[src/rtl/uart_rx.sv]
// -----------------------------------------------------------------------------
// uart_rx : 8N1 UART receiver, LSB first, sampling at the centre of each bit.
//
// The line is brought into the clk domain through a two-flop synchroniser.
// A falling edge on the synchronised line starts a frame. The start bit is
// re-checked half a bit later, so short low glitches are rejected without
// any output. From that point every sample is taken one full bit period
// after the previous one, which keeps all data and stop samples near the
// middle of their bits.
//
// Handshake: there is no valid/ready pair. rx_done is a one-cycle strobe
// that qualifies data_rx, and there is no backpressure. The consumer must
// capture data_rx before the next rx_done. frame_err is a one-cycle strobe
// for a frame whose stop bit was low. The two strobes are never high in the
// same cycle.
//
// Parameters:
//   CLK_FREQ   system clock frequency in Hz
//   BAUD_RATE  line rate in bit/s (CLK_FREQ / BAUD_RATE must be >= 4)
//
// Ports:
//   clk        system clock, rising edge
//   rst        asynchronous active-low reset
//   rx_in      serial line, idle high, asynchronous to clk
//   data_rx    last correctly framed byte, held until the next good frame
//   rx_done    one-cycle pulse in the cycle data_rx is updated
//   frame_err  one-cycle pulse when the stop bit is sampled low
//   rx_busy    high whenever the receiver is not idle
// -----------------------------------------------------------------------------
module uart_rx #(
   parameter int CLK_FREQ  = 50000000,
   parameter int BAUD_RATE = 9600
) (
   input  logic       clk,
   input  logic       rst,
   input  logic       rx_in,
   output logic [7:0] data_rx,
   output logic       rx_done,
   output logic       frame_err,
   output logic       rx_busy
);

   localparam int CLKS_PER_BIT = CLK_FREQ / BAUD_RATE;
   localparam int HALF_BIT     = CLKS_PER_BIT / 2;
   localparam int CW           = $clog2(CLKS_PER_BIT);

   typedef enum logic [1:0] {
      IDLE  = 2'd0,
      START = 2'd1,
      DATA  = 2'd2,
      STOP  = 2'd3
   } state_t;

   state_t          state, state_n;
   logic [CW-1:0]   cnt, cnt_n;
   logic [2:0]      idx, idx_n;
   logic [7:0]      shreg, shreg_n;
   logic [7:0]      data_n;
   logic            done_n, ferr_n;

   // Synchroniser and edge-detect history. These reset to 1 (idle line) so
   // that leaving reset with a high line never looks like a start edge.
   logic            sync1, rx_s, rx_prev;

   always_ff @(posedge clk or negedge rst) begin
      if (!rst) begin
         sync1   <= 1'b1;
         rx_s    <= 1'b1;
         rx_prev <= 1'b1;
      end else begin
         sync1   <= rx_in;
         rx_s    <= sync1;
         rx_prev <= rx_s;
      end
   end

   // State and datapath registers.
   always_ff @(posedge clk or negedge rst) begin
      if (!rst) begin
         state     <= IDLE;
         cnt       <= '0;
         idx       <= '0;
         shreg     <= '0;
         data_rx   <= '0;
         rx_done   <= 1'b0;
         frame_err <= 1'b0;
      end else begin
         state     <= state_n;
         cnt       <= cnt_n;
         idx       <= idx_n;
         shreg     <= shreg_n;
         data_rx   <= data_n;
         rx_done   <= done_n;
         frame_err <= ferr_n;
      end
   end

   // Next-state and next-output logic.
   always_comb begin
      state_n = state;
      cnt_n   = cnt;
      idx_n   = idx;
      shreg_n = shreg;
      data_n  = data_rx;
      done_n  = 1'b0;
      ferr_n  = 1'b0;

      case (state)
         IDLE: begin
            // Only a 1->0 transition starts a frame; a line that simply
            // stays low does not retrigger.
            if (rx_prev && !rx_s) begin
               state_n = START;
               cnt_n   = '0;
            end
         end

         START: begin
            if (cnt == CW'(HALF_BIT - 1)) begin
               cnt_n = '0;
               if (!rx_s) begin
                  state_n = DATA;
                  idx_n   = '0;
               end else begin
                  // Line went back high before mid start bit: glitch.
                  state_n = IDLE;
               end
            end else begin
               cnt_n = cnt + CW'(1);
            end
         end

         DATA: begin
            if (cnt == CW'(CLKS_PER_BIT - 1)) begin
               cnt_n        = '0;
               shreg_n[idx] = rx_s;
               if (idx == 3'd7) begin
                  state_n = STOP;
               end else begin
                  idx_n = idx + 3'd1;
               end
            end else begin
               cnt_n = cnt + CW'(1);
            end
         end

         STOP: begin
            if (cnt == CW'(CLKS_PER_BIT - 1)) begin
               cnt_n   = '0;
               state_n = IDLE;
               if (rx_s) begin
                  data_n = shreg;
                  done_n = 1'b1;
               end else begin
                  ferr_n = 1'b1;
               end
            end else begin
               cnt_n = cnt + CW'(1);
            end
         end

         default: begin
            state_n = IDLE;
            cnt_n   = '0;
         end
      endcase
   end

   // Derived from the state register, so it drops in the same cycle the
   // rx_done / frame_err strobe is registered.
   assign rx_busy = (state != IDLE);

endmodule

[config.mk]
export PLATFORM = sky130hd
export DESIGN_NAME = uart_rx
export DESIGN_NICKNAME = d
export VERILOG_FILES = /design/src/rtl/uart_rx.sv
export SDC_FILE = /design/constraint.sdc
export NUM_CORES = 1
export LEC_CHECK = 0
export BUFFER_PORTS_ARGS = -buffer_cell sky130_fd_sc_hd__clkbuf_2
export CORE_MARGIN = 8
export CORE_UTILIZATION = 45
export CTS_BUF_LIST = sky130_fd_sc_hd__clkbuf_16
export CTS_CLUSTER_DIAMETER = 30
export DETAILED_ROUTE_END_ITERATION = 6
export GPL_TIMING_DRIVEN = 0
export PLACE_DENSITY = 0.64
export RECOVER_POWER = 50
export SLEW_MARGIN = 20
export SYNTH_ARGS = -nofsm -noshare
export SYNTH_HDL_FRONTEND = slang
export SYNTH_SLANG_ARGS = --single-unit
[constraint.sdc]
create_clock -name clk -period 6.92 [get_ports clk]
set_clock_uncertainty 0.2 [all_clocks]
set_input_delay 0.346 -clock clk [delete_from_list [all_inputs] [get_ports clk]]
set_output_delay 0.346 -clock clk [all_outputs]
set_load 0.03 [all_outputs]
==> metrics.txt <==
outcome complete, but fails checks; failing checks max-capacitance violations, max-slew violations; pwr dens between 300 and 400 mW/mm^2; largest net degree at the start of global routing 40; vias per cell between 5 and 6; Layout fillers 340; Critical Path RT 6.89 ns; Yosys reg bits 39; Syn Nets roughly 180; Worst R2R Path Depth 6; Hold WS 0.1617 ns; Final period util between 30% and 40%; final-report hold violation count 0; row cnt 23; Place WS ~4.5 ns; proportion of layout cells with a drive suffix above 1 about a quarter; Mapped Area between 0.0015 and 0.002 mm^2; vias ~1400; min cycle time layout about 2.4 ns; Post-synth top flop dfrtp_1; Crit Path Category flip-flop to flip-flop; unrepaired setup endpoints after global routing no; slowest stage delay, CP ~0.44 ns; slew margin rel. -36.35%; synthesized area per cell 10.96 um^2; clock root cell clkbuf_16; VDD IR max 0.1798 mV; Leak approximately 0.00099 uW; cell taking the most area after synthesis dfrtp_1; EDFF count, synth 0; DP HPWL approximately 2600 um; Async SR Flop Fraction 100.0%; Post-Syn Instances 169; vias in the first global route around 1300; clk slew on worst S/H paths roughly 0.060 ns; # DRC 0; chip height 80.15 um; Num CTS Buffers 5; critical-path cell list ha_1 > nor3b_4 > nand4_1 > or3_4 > nor3b_2 > mux2_2; sequential area share after synthesis ~53%; core area a little under 0.004 mm^2; Final Max Tran Viols 40; final setup vio count 0; DRT Pass-1 Iters 4; Worst EP arrival roughly 2.4 ns; Synth warnings 0; area grow syn2layout 16.35%; maximum clock path buffer count 2; slew of the pin with the lowest slew margin 2.045 ns; Post-synth top cells 36 x dfrtp_1, 16 x nand2_1, 15 x mux2_2; post-synth top area share between 40% and 50%; Fin Setup TNS 0 ns; first-pass GRT wire length ~6200 um; max cap viols 1; final layout net count roughly 200; CTS H-tree depth 2; Hold Crit Class flip-flop to flip-flop; CP delay by family, top simple AND/OR/NAND/NOR gates; total power 673.6 uW; Worst path depth 6; Antenna diodes 0; Netlist cell types 38; Worst R2R Setup Slack between 4 and 5 ns; critical path startpoint category flip-flop; WP buf/inv 0; final worst setup slack roughly 4.5 ns; Setup crit end kind flip-flop; IO Count 14; buffers added on ports 13; initial antenna violation count 0; crit path to shreg[4]; CP max FO 6; Core Util, Final a little over half; CTS tree done; DRT Wirelength 3757 um; GRT Overall Usage between 10% and 20%; Die Footprint between 0.006 and 0.007 mm^2; count leader, synth dfrtp_1; slowest CP cell dfrtp_1; post-CTS sizing 0; GRT overflow 0; Routed WL per cell between 15 and 20 um; Peak Freq 409.6 MHz; drt first-iter violations between 100 and 150; largest cells by area after synthesis dfrtp_1 49%, mux2_2 9.1%, dfstp_2 4.3%; Routed Antenna Nets 0; Clock Latency Late Sink between 0.2 and 0.3 ns; Die X ~80 um; Sink Count 39; initial core utilization 46.63%; placer congestion estimate 0.7756; Crit. Startpoint cnt[0]; FF-to-FF Start cnt[0]; worst r2r dst shreg[4]
## cell type report
cell class,instances,area (um^2),area share [%]
clock buffers,5,125.1,5.807
clock inverters,3,43.79,2.033
well taps,50,62.56,2.904
flip-flops and latches,39,979.7,45.47
plain buffers,6,30.03,1.394
inverters,9,33.78,1.568
repair buffers,14,71.32,3.310
multi-input cells,115,808.3,37.51
## placed cells by master, fill, tap and decap left out, types with 2 or more instances in the layout
master     count
dfrtp_1       36
nand2_1       16
mux2_2        15
nand3_1       11
a31oi_1       11
a21oi_1       11
clkbuf_2      10
inv_1          9
nor2_1         6
o21ai_0        6
nor3_1         5
clkbuf_16      5
clkbuf_1       4
buf_2          3
nand3b_1       3
o31ai_1        3
ha_1           3
nand4_1        2
nor3b_2        2
a22o_1         2
a41oi_1        2
nand2b_1       2
dfstp_2        2
## power breakdown
| group | internal [uW] | leakage [uW] | switching, uW |
|---|---|---|---|
| Clock | 170 | 0.0000838 | 91.6 |
| Combinational | 50.4 | 0.000378 | 90.3 |
| Sequential | 248 | 0.000525 | 23.9 |
| Total | 468 | 0.000986 | 206 |
## per-stage QoR
step	instance area [um^2]	std cells
4_1_cts	2158	241
6_report	2155	241
5_1_grt	2155	241
3_3_place_gp	1979	232
2_1_floorplan	1852	169
3_5_place_dp	1979	232
## worst min path at each step
stage	from	endpoint	slack, ns	cells past startpoint
after floorplan	rst	async pin	-0.15	0
after global placement	sync1	rx_s	0.15	0
after detailed placement	sync1	rx_s	0.15	0
after CTS	rst	async pin	0.05	1
after global routing	sync1	rx_s	0.17	0
final	sync1	rx_s	0.16	0
## registers in the layout (all words and copies together) (netlist names), 3 cells and up, named ones only
name	count
idx	3
shreg	8
cnt	13
data_rx	8
## kinds of logic (layout without fill, tap and decap cells)
group,Yosys count,after routing,synth area share (%)
adders and majority gates,3,3,2.027
muxes,16,16,9.662
AOI/OAI and AO/OA,37,37,12.23
buffers and inverters,15,37,3.445
DFF,39,39,52.91
and+or+nand+nor,59,59,19.73
## layer usage
| metal | GRT usage, % | part of all wire [%] |
|---|---|---|
| met5 | 0 | 0 |
| met4 | 4.364 | 1.5 |
| met3 | 4.464 | 6.2 |
| met2 | 18.92 | 47 |
| met1 | 15.70 | 46 |
## timing repair
action / in CTS / in global routing
endpoints found under the hold margin: 1 / 0
hold buffers: 1 / 0
buffers inserted: 0 / 0
## worst register-to-register path: stages (launching register included)
cell and delay [ns]:
dfrtp_1 0.44, ha_1 0.30, nor3b_4 0.27, nand4_1 0.17, or3_4 0.40, nor3b_2 0.19
mux2_2 0.36
Note: power is estimated with default switching activity, not from simulation.
